$ cat config.mk
export PLATFORM = sky130hd
export DESIGN_NAME = sm_rf_wb_arbiter_flat
export DESIGN_NICKNAME = d
export VERILOG_FILES = /design/src/rtl/sm_rf_wb_arbiter_pkg.sv /design/src/rtl/sm_rf_wb_arbiter_if.sv /design/src/rtl/sm_rr_arbiter.sv /design/src/rtl/sm_rf_wb_arbiter.sv /design/src/flat_wrapper.sv
export SDC_FILE = /design/constraint.sdc
export NUM_CORES = 1
export LEC_CHECK = 0
export BUFFER_PORTS_ARGS = -buffer_cell sky130_fd_sc_hd__buf_2
export CAP_MARGIN = 20
export CORE_MARGIN = 2
export CORE_UTILIZATION = 30
export CTS_CLUSTER_SIZE = 28
export DETAILED_ROUTE_END_ITERATION = 12
export PLACE_DENSITY = 0.56
export SLEW_MARGIN = 20
export SYNTH_ARGS = -nofsm -noshare
export SYNTH_HDL_FRONTEND = slang
export SYNTH_HIERARCHICAL = 1
export SYNTH_SLANG_ARGS = --single-unit
$ cat constraint.sdc
create_clock -name clk -period 5.4 [get_ports clk]
set_clock_uncertainty 0.1 [all_clocks]
set_input_delay 0.27 -clock clk [delete_from_list [all_inputs] [get_ports clk]]
set_output_delay 0.27 -clock clk [all_outputs]
set_load 0.05 [all_outputs]
$ cat src/rtl/sm_rf_wb_arbiter_pkg.sv
// Shared widths, register-file constants and request record for the
// register-file writeback path.
package sm_rf_pkg;

    localparam int ADDR_W  = 4;
    localparam int DATA_W  = 32;
    localparam int NUM_GPR = 15;
    localparam logic [ADDR_W-1:0] PC_REG = 4'd15;

    typedef struct packed {
        logic [ADDR_W-1:0] addr;
        logic [DATA_W-1:0] data;
    } wb_req_t;

    // One-hot scoreboard mask for a register; R15 shifts out and maps to zero.
    function automatic logic [NUM_GPR-1:0] reg_onehot(input logic [ADDR_W-1:0] a);
        return NUM_GPR'(1) << a;
    endfunction

    function automatic logic reg_busy(input logic [NUM_GPR-1:0] b,
                                      input logic [ADDR_W-1:0]  a);
        return |(b & reg_onehot(a));
    endfunction

endpackage

$ cat src/rtl/sm_rf_wb_arbiter_if.sv
// Writeback request bus: per-requester valid/ready handshake with flat
// address and data vectors.
interface sm_rf_wb_arbiter_if #(parameter int N_REQ = 3);
    import sm_rf_pkg::*;

    logic [N_REQ-1:0]        req_valid;
    logic [N_REQ*ADDR_W-1:0] req_addr;
    logic [N_REQ*DATA_W-1:0] req_data;
    logic [N_REQ-1:0]        req_ready;

    modport master (output req_valid, req_addr, req_data, input req_ready);
    modport slave  (input req_valid, req_addr, req_data, output req_ready);

endinterface

$ cat src/rtl/sm_rr_arbiter.sv
// Combinational round-robin arbiter: the first asserted request at or after
// ptr (wrapping) wins; the pointer register lives with the caller.
module sm_rr_arbiter #(
    parameter  int N     = 3,
    localparam int IDX_W = $clog2(N)
) (
    input  logic [N-1:0]     req,
    input  logic [IDX_W-1:0] ptr,
    output logic [N-1:0]     grant,
    output logic [IDX_W-1:0] grant_idx
);

    always_comb begin
        // NOTE: every output gets a default before the loop so no path leaves it unassigned (no latch).
        grant     = '0;
        grant_idx = '0;
        // Walk from farthest to nearest so the candidate closest to ptr is written last.
        for (int k = N - 1; k >= 0; k--) begin
            int j;
            j = (int'(ptr) + k) % N;
            if (req[j]) begin
                grant     = '0;
                grant[j]  = 1'b1;
                grant_idx = IDX_W'(j);
            end
        end
    end

endmodule

$ cat src/rtl/sm_rf_wb_arbiter.sv
// Round-robin writeback arbiter for the single register-file write port,
// with a busy scoreboard for issue-stage hazards and R15 redirected to the PC.
module sm_rf_wb_arbiter
    import sm_rf_pkg::*;
#(
    parameter int N_REQ = 3
) (
    input  logic                clk,
    input  logic                rst_n,
    sm_rf_wb_arbiter_if.slave   wb,
    input  logic                rsv_valid,
    input  logic [ADDR_W-1:0]   rsv_addr,
    output logic                rsv_ready,
    input  logic                flush,
    input  logic [ADDR_W-1:0]   read_adress0,
    input  logic [ADDR_W-1:0]   read_adress1,
    input  logic [ADDR_W-1:0]   read_adress2,
    output logic [2:0]          rd_hazard,
    output logic [NUM_GPR-1:0]  busy,
    output logic [ADDR_W-1:0]   write_adress3,
    output logic [DATA_W-1:0]   write_data3,
    output logic                write_enable3,
    output logic                pc_wr_valid,
    output logic [DATA_W-1:0]   pc_wr_data
);

    localparam int IDX_W = $clog2(N_REQ);

    logic [N_REQ-1:0]   grant;
    logic [IDX_W-1:0]   grant_idx;
    logic [IDX_W-1:0]   rr_ptr;
    logic               any_grant;
    logic               sel_is_pc;
    wb_req_t            sel;
    logic [NUM_GPR-1:0] busy_nxt;

    sm_rr_arbiter #(.N(N_REQ)) u_arb (
        .req       (wb.req_valid),
        .ptr       (rr_ptr),
        .grant     (grant),
        .grant_idx (grant_idx)
    );

    assign wb.req_ready = grant;
    assign any_grant    = |grant;
    assign sel.addr     = wb.req_addr[int'(grant_idx)*ADDR_W +: ADDR_W];
    assign sel.data     = wb.req_data[int'(grant_idx)*DATA_W +: DATA_W];
    assign sel_is_pc    = (sel.addr == PC_REG);

    // R15 is never tracked, so reg_busy() reports it idle and reservations pass.
    assign rsv_ready = rsv_valid && !flush && !reg_busy(busy, rsv_addr);

    assign rd_hazard = {reg_busy(busy, read_adress2),
                        reg_busy(busy, read_adress1),
                        reg_busy(busy, read_adress0)};

    // Commit clears before the reservation sets, so a reserve of an idle register wins.
    assign busy_nxt = (busy & ~(write_enable3 ? reg_onehot(write_adress3) : '0))
                    | (rsv_ready ? reg_onehot(rsv_addr) : '0);

    always_ff @(posedge clk or negedge rst_n) begin
        if (!rst_n) begin
            rr_ptr        <= '0;
            busy          <= '0;
            write_enable3 <= 1'b0;
            write_adress3 <= '0;
            write_data3   <= '0;
            pc_wr_valid   <= 1'b0;
            pc_wr_data    <= '0;
        end else begin
            // NOTE: non-blocking assignments so every register samples pre-edge values.
            busy          <= flush ? '0 : busy_nxt;
            write_enable3 <= any_grant && !sel_is_pc;
            pc_wr_valid   <= any_grant && sel_is_pc;
            if (any_grant) begin
                rr_ptr <= (int'(grant_idx) == N_REQ - 1) ? '0 : grant_idx + 1'b1;
                if (sel_is_pc) begin
                    pc_wr_data <= sel.data;
                end else begin
                    write_adress3 <= sel.addr;
                    write_data3   <= sel.data;
                end
            end
        end
    end

endmodule

$ cat src/flat_wrapper.sv
// flat-port wrapper written by rule: the top's interface ports become plain ports
module sm_rf_wb_arbiter_flat import sm_rf_pkg::*;
#(
    parameter int N_REQ = 3
)
  (clk, rst_n, rsv_valid, rsv_addr, rsv_ready, flush, read_adress0, read_adress1, read_adress2, rd_hazard, busy, write_adress3, write_data3, write_enable3, pc_wr_valid, pc_wr_data, wb_req_valid, wb_req_addr, wb_req_data, wb_req_ready);
  sm_rf_wb_arbiter_if #(.N_REQ(N_REQ)) wb_i ();
  input  logic clk;
  input  logic rst_n;
  input  logic rsv_valid;
  input  logic [ADDR_W-1:0] rsv_addr;
  output logic rsv_ready;
  input  logic flush;
  input  logic [ADDR_W-1:0] read_adress0;
  input  logic [ADDR_W-1:0] read_adress1;
  input  logic [ADDR_W-1:0] read_adress2;
  output logic [2:0] rd_hazard;
  output logic [NUM_GPR-1:0] busy;
  output logic [ADDR_W-1:0] write_adress3;
  output logic [DATA_W-1:0] write_data3;
  output logic write_enable3;
  output logic pc_wr_valid;
  output logic [DATA_W-1:0] pc_wr_data;
  input wire logic [$bits(wb_i.req_valid)-1:0] wb_req_valid;
  input wire logic [$bits(wb_i.req_addr)-1:0] wb_req_addr;
  input wire logic [$bits(wb_i.req_data)-1:0] wb_req_data;
  output wire logic [$bits(wb_i.req_ready)-1:0] wb_req_ready;
  assign wb_i.req_valid = wb_req_valid;
  assign wb_i.req_addr = wb_req_addr;
  assign wb_i.req_data = wb_req_data;
  assign wb_req_ready = wb_i.req_ready;
  sm_rf_wb_arbiter #(.N_REQ(N_REQ)) u_core (.clk(clk), .rst_n(rst_n), .wb(wb_i), .rsv_valid(rsv_valid), .rsv_addr(rsv_addr), .rsv_ready(rsv_ready), .flush(flush), .read_adress0(read_adress0), .read_adress1(read_adress1), .read_adress2(read_adress2), .rd_hazard(rd_hazard), .busy(busy), .write_adress3(write_adress3), .write_data3(write_data3), .write_enable3(write_enable3), .pc_wr_valid(pc_wr_valid), .pc_wr_data(pc_wr_data));
endmodule
# After elaboration in Yosys (flattened, before gate mapping)
# Index checks and enable logic that the tools add are counted.
[word_totals]
elab_cells = 78
ff_bits = 87
ramBits = 0
out_inout_bits = 92
romBits = 0
inputBits = 131
n_memories = 0
latchBits = 0
[op_classes]
bitwise_logic = 8
addsub = 3
reduce_logical = 17
n_lt_le_gt_ge = 6
mul = 0
n_eq_ne = 2
n_div = 3
n_mux = 25
shift = 7
[ops]
columns = ["operator", "n"]
rows = [
  ["$ge 32x1->1 const B", 3],
  ["$lt 32x4->1 const B", 3],
  ["$shiftx 96x8->32", 1],
  ["$and 15x15->15", 5],
  ["$shl 1x4->15 const A", 5],
  ["$mod 32x3->32 const B", 2],
  ["$reduce_or 15->1", 4],
  ["$mux 15", 3],
  ["$mod 3x3->32 const B", 1],
  ["$not 15->15", 1],
  ["$or 15x15->15", 1],
  ["$shiftx 12x5->4", 1],
  ["$mux 1", 9],
  ["$mux 3", 3],
  ["$mux 2", 4],
  ["$logic_and 1x1->1", 7],
  ["$bmux 1 s2", 3],
  ["$demux 1 s2", 3],
  ["$eq 4x4->1 const B", 1],
  ["$reduce_and 2->1", 2],
  ["$add 2x1->3 const B", 1],
  ["$add 2x2->3 const B", 1],
  ["$logic_not 1->1", 3],
  ["$reduce_or 3->1", 1],
  ["other kinds (3)", 3],
]

# Logic depth before layout (Yosys ltp)
[logic_depth]
word_depth = 12
depth_mapped = 14
mapped_depth_nobuf = 11

# Cells and area by module
# The synthesis kept the hierarchy.
[by_module_without_submodules]
columns = ["module", "seq_area_each_um2", "cells_per_inst", "area_per_inst_um2", "n_inst"]
rows = [
  ["sm_rf_wb_arbiter", 2177.1, 452, 4773.3, 1],
  ["sm_rr_arbiter", 0.0, 42, 287.8, 1],
]

# Least setup slack after synthesis
# No wires, ideal clock.
[synth_path]
kind = "reg-to-reg"
start = "register u_core.rr_ptr[0]"
end = "register u_core.write_data3[12]"
setup_ns = 0.125
n_path_buf = 1
path_slack_ns = 1.499
t_arrival_ns = 3.677
period_less_slack_ns = 3.901
path_stages_with_launch = 10
cell_sequence = "dfrtp_1 inv_1 ha_1 mux2i_1 o21ai_2 o31ai_1 nor3_1 a41oi_4 buf_2 mux2_2"
[synth_between]
word_cells_on_any_way = 41
classes_between = "2 x add/sub; 3 x div; 6 x order compare; 1 x eq/ne; 2 x shift; 21 x mux; 1 x bitwise; 5 x reduce/logical"
[synth_rtl]
columns = ["item", "line_no", "text"]
rows = [
  ["from (decl)", "sm_rf_wb_arbiter.sv:31", "logic [IDX_W-1:0] rr_ptr;"],
  ["from (signal assigned)", "sm_rf_wb_arbiter.sv:76", "rr_ptr <= (int'(grant_idx) == N_REQ - 1) ? '0 : grant_idx + 1'b1;"],
  ["$add 2x2->3", "sm_rr_arbiter.sv:20", "j = (int'(ptr) + k) % N;"],
  ["$mod 32x3->32", "sm_rr_arbiter.sv:20", ""],
  ["$ge 32x1->1 (implied by the code) / $lt 32x4->1 (equally long branches)", "sm_rr_arbiter.sv:23", "grant[j] = 1'b1;"],
  ["$logic_and 1x1->1 (implied by the code)", "sm_rr_arbiter.sv:23", ""],
  ["$mux 1 (implied by the code)", "sm_rr_arbiter.sv:23", ""],
  ["$demux 1 s2", "sm_rr_arbiter.sv:23", ""],
  ["$mux 3 (2 in a row)", "sm_rr_arbiter.sv:21", "if (req[j]) begin"],
  ["$mux 3 (*)", "sm_rr_arbiter.sv:21", ""],
  ["named net wb_req_ready[0]", "flat_wrapper.sv:27", "output wire logic [$bits(wb_i.req_ready)-1:0] wb_req_ready;"],
  ["$reduce_or 3->1 (*)", "sm_rf_wb_arbiter.sv:45", "assign any_grant = |grant;"],
  ["$reduce_and 2->1 (no line) (*)", "-", ""],
  ["to (signal assigned)", "sm_rf_wb_arbiter.sv:81", "write_data3 <= sel.data;"],
  ["to (decl)", "sm_rf_wb_arbiter.sv:21", "output logic [DATA_W-1:0] write_data3,"],
]
# Mark *: on every way through the listed nets, which the timed path passes. The rest lies on a longest branch. The select of a mux whose other input is x is not followed.
# A chain may end at the register's enable or synchronous reset.

# Final worst setup path
[layout_path]
start = "register u_core.rr_ptr[1]"
end = "register u_core.pc_wr_data[9]"
[layout_between]
elab_chain_cells = 11
word_cells_on_any_way = 40
classes_between = "2 x add/sub; 3 x div; 6 x order compare; 1 x eq/ne; 2 x shift; 21 x mux; 5 x reduce/logical"
[layout_lines]
columns = ["item", "line_no", "text"]
rows = [
  ["$add 2x2->3", "sm_rr_arbiter.sv:20", ""],
  ["$mod 32x3->32", "sm_rr_arbiter.sv:20", ""],
  ["$bmux 1 s2", "sm_rr_arbiter.sv:21", ""],
  ["$mux 1 (implied by the code) (2 in a row)", "sm_rr_arbiter.sv:21", ""],
  ["$mux 2 (2 in a row)", "sm_rr_arbiter.sv:21", ""],
  ["$mux 2 (*)", "sm_rr_arbiter.sv:21", ""],
  ["named net u_core.grant_idx[0]", "sm_rf_wb_arbiter.sv:30", "logic [IDX_W-1:0] grant_idx;"],
  ["$shiftx 12x5->4", "sm_rf_wb_arbiter.sv:46", "assign sel.addr = wb.req_addr[int'(grant_idx)*ADDR_W +: ADDR_W];"],
  ["$eq 4x4->1", "sm_rf_wb_arbiter.sv:48", "assign sel_is_pc = (sel.addr == PC_REG);"],
  ["$reduce_and 2->1 (no line)", "-", ""],
  ["to (signal assigned)", "sm_rf_wb_arbiter.sv:78", "pc_wr_data <= sel.data;"],
  ["to (decl)", "sm_rf_wb_arbiter.sv:24", "output logic [DATA_W-1:0] pc_wr_data"],
]
# Marks and branches as above.

==> out/metrics.yaml <==
worstSetupStartpointType: "register"
antenna_found_initial: 0
power_switching_mw: 2.537
yosys_warnings: 6
track_usage_pct: 17.23
avgViaCountPerCell: 4.997
synth_area_um2: 5061
clock-sinks: 87
drtIter0Drc: 254
slew_headroom_pct: 46.08
placed_area_um2: 6379
grt_max_degree: 51
dieWidth_um: 133.9
comb_power_share_pct: 64.3
hold_viol: 0
worstMarginPinSlew_ns: 0.8069
r2r_slack_ns: 1.40
path_delay_family: "simple AND/OR/NAND/NOR gates"
die_height_um: 133.9
cts_htree_levels: 3
fin_tns_setup_ns: 0
dieArea_um2: 17930
holdCritPathClass: "input pin to register"
cap_violations: 0
power_mw: 4.754
arrival_ns: 4.13
p_per_area_nw_per_um2: 713.5
final_net_count: 836
worstPathCellList: "inv_1 -> ha_1 -> mux2_4 -> nor3_1 -> a21oi_1 -> o21ai_4 -> nor2b_4 -> o2bb2ai_2 -> nand4_2 -> nor2_4 -> mux2_2"
rsz0062_at_grt: "false"
syn2layout_area_growth_pct: 31.67
ios: 223
ys_ff_latch: 87
n_antenna_cell: 0
io_buffers: 222
p_leak_nw: 3.113
tritoncts: "done"
finalMaxSlewViolations: 0
cts-buffers-inserted: 9
ant_nets: 0
fin_cells: 925
cp.buffers_inverters: 1
fmax_mhz: 249.8
drc_errors: 0
placementRows: 47
seq_power_share_pct: 23.5
cts_setup_buffers: 0
ys_seq_area_share_pct: 43.02
critical_path.max_stage_delay_ns: 0.74
synth_cells: 494
finalSetupViolCount: 0
switching_share_pct: 53.36
status: "finished, final reports clean"
fin_crit_sh_pct: 74.15
path_clk_slew_ns: 0.06
worst-path-max-fanout: 26
wl_per_cell_um: 16.81
dr.pass1.iters: 4
final_cell_mix: "buf_2, dfrtp_1, o21ai_0"
internal_power_mw: 2.217
grt_pass1_wl_um: 24160
crit_path_top_delay_cell: "nor2_4"
clockPowerShare_pct: 12.2
stdcell_area_um2: 6664
crit_path_end_kind: "register"
syn_area_per_cell_um2: 10.25
drive_above_1_share_pct: 40.43
grt-ovfl-total: 0
vias: 4622
dpl.hpwl_um: 11820
dp_cells: 909
synth_nets: 629
peakVddDrop_v: 0.0004511
crit_type: "register to register"
cts_root_buf: "clkbuf_16"
core_um2: 16520
fill_cells: 1666
clk_latency_ns: 0.33
grt_pass1_vias: 4769
routed_wl_um: 15550
mostFrequentLayoutCell: "buf_2"
cp.required_ns: 5.52
synth.distinct_cells: 47
fin_crit_ns: 4.004
clk_path_buf_depth: 2
gp_congestion: 0.8689
start_util_pct: 30.63
## synthesized netlist by cell type (all sizes together)
| master | instances | area (um^2) |
|---|---|---|
| dfrtp | 87 | 2177 |
| mux2 | 56 | 634.4 |
| o21ai | 51 | 259.0 |
| mux2i | 47 | 470.5 |
| nand2 | 42 | 157.7 |
| nor2 | 39 | 153.9 |
| a21oi | 31 | 155.2 |
| clkbuf | 21 | 78.83 |
| buf | 14 | 90.08 |
| o31ai | 13 | 97.59 |
| inv | 11 | 41.29 |
| nor2b | 8 | 50.05 |
| nand3b | 7 | 52.55 |
| o211ai | 7 | 52.55 |
| mux4 | 6 | 135.1 |
| nand2b | 6 | 40.04 |
| nand3 | 6 | 30.03 |
| ha | 4 | 50.05 |
| o2bb2ai | 4 | 60.06 |
| or4 | 4 | 30.03 |
| a22oi | 3 | 22.52 |
| a31oi | 3 | 18.77 |
| nor3 | 3 | 15.01 |
| nor3b | 3 | 22.52 |
| o22ai | 3 | 18.77 |
| a211oi | 2 | 15.01 |
| nand4 | 2 | 18.77 |
| o21a | 2 | 15.01 |
| a2111oi | 1 | 8.760 |
| a221o | 1 | 10.01 |
| a221oi | 1 | 8.760 |
| a22o | 1 | 8.760 |
| a32oi | 1 | 8.760 |
| a41oi | 1 | 27.53 |
| o22a | 1 | 8.760 |
| o311ai | 1 | 8.760 |
| o32ai | 1 | 8.760 |
## stage by stage
step,util (%),hold WS [ns],setup WS [ns]
CTS,40.33,0.1145,1.396
global placement,38.60,0.1566,1.508
detailed placement,38.60,0.1678,1.395
floorplan,-,-0.1256,1.499
finish,40.33,0.1289,1.396
global route,40.33,0.1321,1.110
## path summary, 6_finish.rpt
kind	startpoint	end	cells past startpoint
min in group asynchronous	rst_n	u_core/write_data3[20]$_DFFE_PN0P_	2
worst max-delay path	u_core/rr_ptr[1]$_DFFE_PN0P_	u_core/pc_wr_data[9]$_DFFE_PN0P_	11
worst min register to register	u_core/write_data3[29]$_DFFE_PN0P_	u_core/write_data3[29]$_DFFE_PN0P_	1
worst min-delay path	flush	u_core/busy[12]$_DFF_PN0_	2
worst max register to register	u_core/rr_ptr[1]$_DFFE_PN0P_	u_core/pc_wr_data[9]$_DFFE_PN0P_	11
max in group asynchronous	rst_n	u_core/write_data3[5]$_DFFE_PN0P_	3
## logic make-up (layout without fill, tap and decap cells)
family | Yosys count | in the layout | share of synthesized area (%)
compound gates | 128 | 128 | 16.07
fa+ha+maj | 4 | 4 | 0.9889
buf+inv | 46 | 257 | 4.153
flops | 87 | 87 | 43.02
mux | 109 | 109 | 24.50
simple gates | 120 | 120 | 11.27
## power by group through the flow
| stage | logic [mW] | clock network (mW) | registers, mW |
|---|---|---|---|
| floorplan | 1.44 | 0 | 1.96 |
| global placement | 3.02 | 0 | 1.12 |
| detailed placement | 3.09 | 0 | 1.13 |
| CTS | 3.09 | 0.602 | 1.12 |
| global route | 3.28 | 0.631 | 1.15 |
| finish | 3.06 | 0.580 | 1.12 |
## routing by layer
layer  vias to the layer above  GRT usage, %  part of all wire, %
met4                         0         7.506                  2.3
met3                        23         4.346                  7.8
li1                       2212             -                    -
met2                       210         30.11                   49
met1                      2177         19.99                   41
met5                         -             0                    0
## area by class of cell
class	count	area [um^2]	share of cell area, %
Clock buffer	12	256.5	3.849
Clock inverter	3	18.77	0.2816
Inverter	11	41.29	0.6196
Multi-Input combinational cell	361	2711	40.69
Sequential cell	87	2177	32.67
Tap cell	220	275.3	4.131
Timing Repair Buffer	231	1184	17.76
## registers in the layout, indices dropped and copies added (netlist names)
register              flops
u_core/pc_wr_data        32
u_core/write_data3       32
u_core/pc_wr_valid        1
u_core/rr_ptr             2
u_core/write_enable3      1
u_core/write_adress3      4
u_core/busy              15
## timing repair
action,CTS,global route
hold endpoints to repair,37,0
hold buffers,1,0
setup endpoints to repair,0,0
resized for setup,0,0
Power figures use the tool's default switching activity.
